<file path="src/rtl/button_conditioner.sv">
// Multi-channel button front end: two-flop synchroniser, per-channel debounce FSM,
// single-cycle press pulse, debounced level, and any/multi press flags.
module button_conditioner #(
  parameter int N_BUTTONS       = 4,
  parameter int DEBOUNCE_CYCLES = 16
) (
  input  logic                 clk,
  input  logic                 rst,
  input  logic [N_BUTTONS-1:0] btn_in,
  output logic [N_BUTTONS-1:0] press_pulse,
  output logic [N_BUTTONS-1:0] btn_level,
  output logic                 any_press,
  output logic                 multi_press
);

  localparam int CNT_W = $clog2(DEBOUNCE_CYCLES) + 1;
  localparam logic [CNT_W-1:0] CNT_MAX = CNT_W'(DEBOUNCE_CYCLES - 1);

  typedef enum logic [1:0] {
    RELEASED    = 2'b00,
    PRESS_CHK   = 2'b01,
    PRESSED     = 2'b10,
    RELEASE_CHK = 2'b11
  } state_t;

  function automatic logic more_than_one(input logic [N_BUTTONS-1:0] v);
    int n;
    n = 0;
    for (int i = 0; i < N_BUTTONS; i++) begin
      n = n + int'(v[i]);
    end
    return (n > 1);
  endfunction

  logic [N_BUTTONS-1:0] s1_p1;
  logic [N_BUTTONS-1:0] s2_p2;

  // Stage p1/p2: metastability synchroniser; only s2_p2 feeds the FSMs
  always_ff @(posedge clk or posedge rst) begin
    if (rst) begin
      s1_p1 <= '0;
      s2_p2 <= '0;
    end else begin
      s1_p1 <= btn_in;
      s2_p2 <= s1_p1;
    end
  end

  // Stage p3: per-channel debounce FSM with registered pulse and level
  for (genvar g = 0; g < N_BUTTONS; g++) begin : g_chan
    state_t           state_q, state_d;
    logic [CNT_W-1:0] cnt_q, cnt_d;
    logic             pulse_d, level_d;
    logic             pulse_p3, level_p3;

    always_ff @(posedge clk or posedge rst) begin
      if (rst) begin
        state_q  <= RELEASED;
        cnt_q    <= '0;
        pulse_p3 <= 1'b0;
        level_p3 <= 1'b0;
      end else begin
        state_q  <= state_d;
        cnt_q    <= cnt_d;
        pulse_p3 <= pulse_d;
        level_p3 <= level_d;
      end
    end

    always_comb begin
      state_d = state_q;
      cnt_d   = cnt_q;
      pulse_d = 1'b0;
      case (state_q)
        RELEASED: begin
          if (s2_p2[g]) begin
            state_d = PRESS_CHK;
            cnt_d   = '0;
          end
        end
        PRESS_CHK: begin
          if (!s2_p2[g]) begin
            state_d = RELEASED;
            cnt_d   = '0;
          end else if (cnt_q == CNT_MAX) begin
            state_d = PRESSED;
            cnt_d   = '0;
            pulse_d = 1'b1;
          end else begin
            cnt_d = cnt_q + 1'b1;
          end
        end
        PRESSED: begin
          if (!s2_p2[g]) begin
            state_d = RELEASE_CHK;
            cnt_d   = '0;
          end
        end
        RELEASE_CHK: begin
          if (s2_p2[g]) begin
            state_d = PRESSED;
            cnt_d   = '0;
          end else if (cnt_q == CNT_MAX) begin
            state_d = RELEASED;
            cnt_d   = '0;
          end else begin
            cnt_d = cnt_q + 1'b1;
          end
        end
        default: begin
          state_d = RELEASED;
          cnt_d   = '0;
        end
      endcase
      // Level is registered from the next state so it moves on the same edge as the pulse
      level_d = (state_d == PRESSED) || (state_d == RELEASE_CHK);
    end

    assign press_pulse[g] = pulse_p3;
    assign btn_level[g]   = level_p3;
  end

  assign any_press   = |press_pulse;
  assign multi_press = more_than_one(press_pulse);

endmodule

</file>
<file path="config.mk">
export PLATFORM = sky130hd
export DESIGN_NAME = button_conditioner
export DESIGN_NICKNAME = d
export VERILOG_FILES = /design/src/rtl/button_conditioner.sv
export SDC_FILE = /design/constraint.sdc
export NUM_CORES = 1
export LEC_CHECK = 0
export CORE_UTILIZATION = 40
export DETAILED_ROUTE_END_ITERATION = 6
export GPL_TIMING_DRIVEN = 0
export SKIP_LAST_GASP = 1
export SLEW_MARGIN = 20
export SYNTH_ARGS = -nofsm -noshare
export SYNTH_HDL_FRONTEND = slang
export SYNTH_SLANG_ARGS = --single-unit
</file>
<file path="constraint.sdc">
create_clock -name clk -period 1.5 [get_ports clk]
set_clock_uncertainty 0.15 [all_clocks]
set_input_delay 0.225 -clock clk [delete_from_list [all_inputs] [get_ports clk]]
set_output_delay 0.225 -clock clk [all_outputs]
set_load 0.005 [all_outputs]
</file>
Word-level counts from Yosys, hierarchy flattened --
Cells that the tools add are included.
Word-level totals: logic and storage cells 135, register bits 44, input port bits 6, output and inout port bits 10
Operators by class: magnitude comparators 1, muxes and demuxes 64, reduce and logical (&&, ||, !) cells 13, equality and inequality tests 32, $add $sub $neg 7
Operators with widths (count):
- $mux 5 | 20
- $pmux 5 s4 | 4
- $mux 2 | 24
- $eq 2x2->1 const B | 16
- $pmux 2 s4 | 4
- $add 5x1->5 const B | 4
- $eq 5x4->1 const B | 4
- $ne 2x2->1 const B | 8
- $mux 1 | 12
- $eq 2x1->1 const B | 4
- $logic_not 2->1 | 4
- $reduce_and 2->1 | 4
- $add 3x1->4 | 1
- $gt 4x1->1 const B | 1
- $logic_or 1x1->1 | 4
- $reduce_or 4->1 | 1
- $add 2x1->3 | 1
- $add 1x1->2 | 1

Logic depth before layout (Yosys ltp) --
Gate-level depths: netlist of the first run.
word-level depth 6, depth in mapped cells 4, depth with buffers taken out 4

Worst setup path after synthesis of the first run --
OpenSTA, ideal clock, no wires.
kind reg-to-reg, from reg g_chan[3].cnt_q[0], to reg g_chan[3].level_p3, required time 1.225 ns, clock period less this slack 1.587 ns, stages on the path, launching flop included 5, path slack -0.087 ns, path buffers 0, setup time 0.125 ns, arrival 1.312 ns, cell sequence dfrtp_1 ha_1 nand3_2 or3b_4 mux2_4
On the way: word-level cells in the longest chain between the ends 6, elaborated cells on any way between the ends 9, those cells by class eq/ne (3); mux (5); reduce/logical (1)
RTL lines:
- start, declared | line 52 | logic [CNT_W-1:0] cnt_q, cnt_d;
- start signal, assigned | line 64 | cnt_q <= cnt_d;
- $eq 5x4->1 (*) | line 85, 103
- $mux 2, on equally long branches | line 103, 85
- $mux 2, on equally long branches | line 100, 82
- $pmux 2 s4 (*) | line 74 | case (state_q)
- $eq 2x2->1 | line 116 | level_d = (state_d == PRESSED) || (state_d == RELEASE_CHK);
- $logic_or 1x1->1 (*) | line 116
- via g_chan[3].level_d | line 53 | logic pulse_d, level_d;
- end signal, assigned | line 66 | level_p3 <= level_d;
- end, declared | line 54 | logic pulse_p3, level_p3;
Mark *: on every way through the listed nets, which the timed path passes. The rest lies on a longest branch. A chain may end at the register's enable or synchronous reset.

Worst setup path in the final report of the first run --
from reg g_chan[1].pulse_p3, to out multi_press
On the way: word-level cells in the longest chain between the ends 4
RTL lines:
- start, declared | line 54
- start signal, assigned | line 65 | pulse_p3 <= pulse_d;
- $add 1x1->2 | line 30 | n = n + int'(v[i]);
- $add 2x1->3 | line 30
- $add 3x1->4 | line 30
- $gt 4x1->1 | line 32 | return (n > 1);
- end, declared | line 13 | output logic multi_press
Every way passes these cells.

==> results, run 1 <==
- The run finished, with violations left.
- The final reports fail on negative setup slack.
- For this run, the slowest stage of the critical path takes 0.48 ns.
- The total area inside the core boundary comes to 4380 sq um.
- The routability congestion estimate is 0.711.
- The global-route wire length before repair is 6.13 mm.
- The initial antenna violation count is 0.
- Measured along the x axis, the die boundary spans 69.9 um.
- The start point of the critical path is g_chan[1].pulse_p3.
- The final count of hold timing violations is 0.
- In the synthesized netlist, the cells that appear most often are dfrtp_1, nand3_1, inv_1.
- Setup slack on the critical path of the routed design comes to -0.321 ns.
- The slowest stage cell on the critical path is fa_1.
- The count of distinct cell types in the synthesized netlist is 42.
- The number of nets in the layout is 222.
- The number of global-route vias before repair is 1356.
- The count of nets left with antenna violations once routing finished came out at 0.
- The max-slew violation count is 0.
- Cells with a size suffix above 1 make up 41.2% of the layout.
- The number of standard cells after synthesis is 159.
- The actual slew at the worst max-slew pin is 0.354 ns.
- The layout overhead on the synthesized area is 39.5%.
- The category of the worst setup path capture point is an output pin.
- The die covers 4890 sq um.
- The clock tree synthesis step divided the H-tree into 2 levels.
- The routed layout has 1305 vias.
- Buffers placed on the I/O ports in this run total 15.
- The number of I/O pins is 16.
- The worst path uses 121% of the clock period.
- In this run the static leakage power is 0.00117 uW.
- Traced cell by cell, the critical path runs through inv_2, fa_1, o21ai_1, buf_2.
- The first detailed-routing pass ran for 4 iterations.
- The type of the worst setup path is flop to output pin.
- The synthesized design spends more area on one cell type than any other, namely dfrtp_1.
- Measured in cells, the most critical reg-to-reg path has a length of 4.
- The worst-case IR drop observed on VDD is 0.562 mV.
- The worst relative slew slack is 76.4%.
- The end-of-flow core utilization is 58.8%.
- Data on the critical path is required at its endpoint by 1.12 ns.
- The cell area that synthesis handed to floorplanning was 1850 sq um.
- The total number of yosys warnings is 0.
- CTS placed an instance of clkbuf_8 at the clock tree root.
- The total power divided by cell area is 848 nW/um^2.
- In the synthesized netlist the dominant register cell turns out to be dfrtp_1.
- The synthesized design contains 40 register bits.
- TritonCTS built the clock tree.
- The number of enable-type register cells in the synthesized netlist is 0.
- Ranked by total cell area, the synthesized netlist is headed by dfrtp_1, nand3_1, xor2_1, ha_1, buf_4.
- The proportion of synthesized flip-flops having asynchronous set or reset is 100%.
- After detailed routing, the average wire length per cell comes to 13.9 um.
- The detailed router finished its first iteration with 72 violations.
- Once the floorplan was initialized, standard cells occupied 42.1% of the core.
- The smallest clock period supported by the final layout is computed as 1.82 ns.
- The clock insertion delay at the later pin of the skew report is 0.29 ns.
- The number of clock buffers inserted by TritonCTS is 5.
- The class of the most critical hold timing path is input pin to async pin.
- When the netlist entered floorplanning its net count stood at 171.
- The final layout contains routed wiring with a total length of 3.65 mm.
- The overall die height is 69.9 um.
- The proportion of netlist area held by the largest area contributor is 54.2%.
- The peak fanout along the critical path is 2.
- The startpoint identified for the worst register-to-register timing path is g_chan[3].cnt_q[1].
- Max-cap violations in this run came to 0.
- The achievable clock frequency is 549 MHz.
- dfrtp_1 is the most common cell in the netlist.
- Setup repair after global routing could not meet its margin everywhere.
- STA puts the critical path data arrival time at 1.45 ns.
- Row generation in the floorplan step produced 24 rows.
- The average cell area after synthesis is 11.6 sq um.
- The count of buffer and inverter cells on the critical path is 2.
- The kind of start point of the critical path is a flop.
- The global-route total usage across every layer is 15.7%.
- Counting every sink on the clock net gives 40.
- The antenna cell count is 0.
- Setup violations remaining at the end of the flow were counted as 5.
- The worst register-to-register path ends at g_chan[3].level_p3.
- The reg2reg setup slack is -0.09 ns.
- The maximum clock path buffer count is 2.
- After synthesis, flip-flops and latches occupy 54.2% of the total area.
- Detailed placement ended at an HPWL of 2.15 mm.
- For this run, design rule violations remaining after detail routing come to 0.
- The dominant delay contributor by cell family on the critical path is adder cells.
- Clock-pin slew was measured on the worst setup and hold paths at 0.07 ns.
- Entering global routing, the biggest net connects 30 pins.
- The total grt overflow is 0.
- The routed via count divided by cell count is 4.96.
- The completed layout was analyzed and its total power is 2190 uW.
kinds of logic after synthesis:
family,share of synthesized area [%]
simple gates,16.3
flops,54.2
compound gates,8.88
buf+inv,6.17
xor+xnor,5.69
mux,4.27
fa+ha+maj,4.47
cell usage in the layout, fill, tap and decap left out, types with 3 or more instances in the layout:
| cell | netlist | final |
|---|---|---|
| xor2_1 | 8 | 3 |
| xnor2_1 | 4 | 3 |
| inv_2 | 0 | 4 |
| mux2_4 | 1 | 3 |
| xor2_2 | 0 | 3 |
| nand3_1 | 16 | 13 |
| nand2_1 | 6 | 5 |
| o211ai_1 | 5 | 5 |
| clkbuf_8 | 0 | 5 |
| mux2i_1 | 3 | 3 |
| clkdlybuf4s50_1 | 0 | 5 |
| inv_1 | 10 | 6 |
| ha_2 | 0 | 3 |
| dlygate4sd2_1 | 0 | 5 |
| dfrtp_1 | 40 | 38 |
| o21ai_0 | 6 | 5 |
| clkbuf_1 | 3 | 3 |
| buf_2 | 1 | 5 |
| buf_4 | 8 | 35 |
| nand2b_1 | 3 | 3 |
per-stage QoR:
step           instance area, sq um  hold WS, ns  setup slack, ns  TNS, ns  cells
3_3_place_gp                   2070        0.184           -0.607   -25.32    226
3_5_place_dp                   2090        0.186           -0.538    -1.31    227
4_1_cts                        2410       0.0452           -0.374   -0.819    258
5_1_grt                        2580       0.0703           -0.405    -1.07    263
2_1_floorplan                  1850        0.106          -0.0854   -0.154    159
6_report                       2580       0.0540           -0.321   -0.569    263
layout make-up:
cell class,instances,area (sq um)
clock inverter,2,35.0
buffer,11,72.6
inverter,10,37.5
clock buffer,6,72.6
tap,52,65.1
multi-input combinational,97,921
fill,369,1810
timing repair buffer,45,369
sequential,40,1000
what timing repair did:
action,CTS,global route
resized for setup,40,24
buffers inserted,23,8
setup endpoints to repair,19,28
hold buffers,0,0
pin swaps,9,15
worst max path at each step:
stage          slack, ns            endpoint  cells after the start
3_5_place_dp       -0.54         multi_press                      4
2_1_floorplan      -0.09  g_chan[3].level_p3                      4
6_report           -0.32         multi_press                      4
5_1_grt            -0.40         multi_press                      4
4_1_cts            -0.37         multi_press                      4
3_3_place_gp       -0.61            s1_p1[1]                      2
layer usage:
metal,vias up,GRT usage (%),share of wire (%)
met3,2,4.33,2.5
met4,0,4.67,0.66
li1,649,-,-
met2,12,26.1,54
met1,642,19.9,43
met5,-,0,0
registers in the layout (all words and copies together) (netlist names):
name	flops
g_chan.state_q	4
g_chan.cnt_q	20
s1_p1	4
s2_p2	4
g_chan.level_p3	4
g_chan.pulse_p3	4
power breakdown:
group          total, uW  switching, uW  internal [uW]
registers           1150           36.3           1110
clock network        848            355            494
logic                188           90.7           97.1
(Power assumes the default switching activity.)
==> inputs of run 2 (changes only) <==
--- a/config.mk
+++ b/config.mk
@@ -5,7 +5,7 @@
 export SDC_FILE = /design/constraint.sdc
 export NUM_CORES = 1
 export LEC_CHECK = 0
-export CORE_UTILIZATION = 40
+export CORE_UTILIZATION = 30
 export DETAILED_ROUTE_END_ITERATION = 6
 export GPL_TIMING_DRIVEN = 0
 export SKIP_LAST_GASP = 1
==> run 2 against run 1 <==
Against the previous run:
- the flow still finishes with violations (negative setup slack)
- largest cell class unchanged
- power increased by 0.44%
- routed wire length decreased by 8.4%
- largest power group unchanged
- highest routed layer unchanged
- final cell count increased by 8.7%
- global-route usage decreased by 4.6 points
- critical path depth unchanged
- first-iteration DRC count decreased by 71%
- critical endpoint unchanged
==> results, run 2 (same netlist as run 1, synthesis figures left out) <==
- The layout overhead on the synthesized area is 39.0%.
- STA classifies the critical path endpoint as an output pin.
- The area taken by multi-input logic gates is 885 sq um.
- During placement, the flow inserted port buffers numbering 15.
- The final routed wirelength across all metal layers is 3.35 mm.
- The critical path arrival is 1.46 ns.
- The overall die height is 80.5 um.
- The number of flip-flops under the largest register name is 20.
- In this run the critical register-to-register path is captured at g_chan[3].level_p3.
- Leaving out fill and tap cells, the most frequent cell in the layout is dfrtp_1.
- Across the VDD grid, the largest voltage drop is 0.568 mV.
- The register area is 1000 sq um.
- The class of the most critical hold timing path is input pin to async pin.
- The final reports fail on negative setup slack.
- The hold slack is 0.0578 ns.
- The first global-routing pass estimated 5.40 mm of wire.
- The largest net degree at the start of global routing is 27.
- Global routing consumed, over all layers together, 11.1% of the routing resources.
- The initial antenna violation count is 0.
- The first-pass iteration count of the detailed router is 4.
- The total number of vias is 1292.
- The average wire length per cell after detail routing is 11.7 um.
- The actual slew at the worst max-slew pin is 0.346 ns.
- Subtracting the final worst setup slack from the clock period gives 1.83 ns.
- The startpoint identified for the worst register-to-register timing path is g_chan[3].cnt_q[0].
- The max-slew violation count came to 0.
- The number of clock buffers inserted by TritonCTS is 5.
- The HPWL after detailed placement is 2.08 mm.
- The worst setup slack after placement is -0.553 ns.
- After global routing the overflow that remains totals 0.
- The H-tree generated during clock tree synthesis spans 2 levels.
- The clock-pin slew on the worst setup and hold paths is 0.08 ns.
- The later pin in the worst-skew pair is clocked with a latency of 0.29 ns.
- Cells with a size suffix above 1 make up 38.9% of the layout.
- The number of clock sinks seen by CTS is 40.
- The total of endpoints with negative setup slack in the final report is 7.
- At the end of the flow, the number of nets in the layout was 222.
- The count of antenna-violating nets left after detailed routing is 0.
- The fill cell instance count of the final layout is 563.
- The final count of hold timing violations is 0.
- The max capacitance violation total is 0.
- Dividing the final minimum period by the clock period gives 122%.
- The worst pin sits at a relative slew slack of 76.9%.
- The core region area is 5920 sq um.
- The total power divided by cell area is 855 nW/um^2.
- For this run, the top clock speed supported by timing is 545 MHz.
- The flow ran to the end, but the final reports show violations.
- Setup repair after global routing could not meet its margin everywhere.
- The logic depth of the worst register-to-register path is 4.
- The floorplan step defined a die boundary enclosing 6470 sq um.
- The peak fanout along the critical path is 2.
- The setup TNS after final layout is -0.781 ns.
- The antenna cell count is 0.
- For this design the top-level I/O count stands at 16.
- Leaving out fill and tap cells, the most frequent cells in the layout are dfrtp_1, buf_4, nand3_1.
- TritonCTS built the clock tree.
- The register with the most flip-flops in the final layout is g_chan.cnt_q.
- The leakage power total is 0.00117 uW.
- Measured along the x axis, the die boundary spans 80.5 um.
- The routability congestion estimate is 0.724.
- The clock root buffer is clkbuf_8.
- The maximum clock path buffer count is 2.
- The count of unresolved DRC violations after routing is 0.
- The setup slack of the critical path after layout is -0.335 ns.
- For this block, the initial DRC count from the detailed router was 21.
- The number of placement rows is 28.
- Using the TritonRoute via totals, the vias-per-cell ratio works out to 4.52.
- The reg2reg setup slack is -0.13 ns.
- The worst setup path is launched from a flop.
- At the worst endpoint, the required time is 1.12 ns.
- The number of global-route vias before repair came to 1180.
- The effective utilization at floorplan is 31.2%.
- The type of the worst setup path is flop to output pin.
## run 2: area by class of cell
cell class	count	area share [%]
clock buffer	6	2.83
timing repair buffer	45	14.3
tap	75	3.66
clock inverter	2	1.37
sequential	40	39.1
inverter	10	1.46
multi-input combinational	97	34.5
buffer	11	2.83
## run 2: repair_timing
| item | CTS | global route |
|---|---|---|
| resized for setup | 38 | 13 |
| hold buffers | 0 | 0 |
| pin swaps | 8 | 8 |
| setup buffers | 16 | 13 |
| cloned | 0 | 0 |
| endpoints found under the setup margin | 21 | 21 |
## run 2: report_power, final
part	internal, uW	switching [uW]	leakage, uW
Combinational	101	85.3	0.000595
Sequential	1110	33.2	0.000523
Clock	494	369	0.0000552
## run 2: worst max-delay path: stages (launching register included)
cell	delay (ns)
dfrtp_1	0.37
inv_2	0.05
fa_1	0.48
o21ai_2	0.13
buf_2	0.13
## run 2: metrics by stage
stage          utilization [%]  power (uW)  area (sq um)  std cells
2_1_floorplan                -        1250          1850        159
3_3_place_gp              35.4        1280          2100        249
3_5_place_dp              35.8        1290          2120        250
4_1_cts                   41.0        2200          2430        274
5_1_grt                   43.3        2290          2570        286
6_report                  43.3        2190          2570        286
## run 2: how the worst max path moves through the flow
stage | slack (ns) | startpoint | cells past startpoint | end
after floorplan | -0.09 | g_chan[3].cnt_q[1] | 4 | g_chan[3].level_p3
after global placement | -0.66 | rst | 2 | g_chan[2].cnt_q[3]
after detailed placement | -0.55 | g_chan[0].pulse_p3 | 4 | multi_press
after CTS | -0.39 | g_chan[3].pulse_p3 | 4 | multi_press
after global routing | -0.41 | g_chan[3].pulse_p3 | 4 | multi_press
final | -0.33 | g_chan[3].pulse_p3 | 4 | multi_press
## run 2: routing by layer
layer | wire (um) | vias up | GRT usage (%)
met5 | 0 | - | 0
met4 | 56 | 0 | 5.36
met3 | 98 | 6 | 2.73
met2 | 1630 | 16 | 16.3
met1 | 1570 | 624 | 15.2
li1 | - | 646 | -
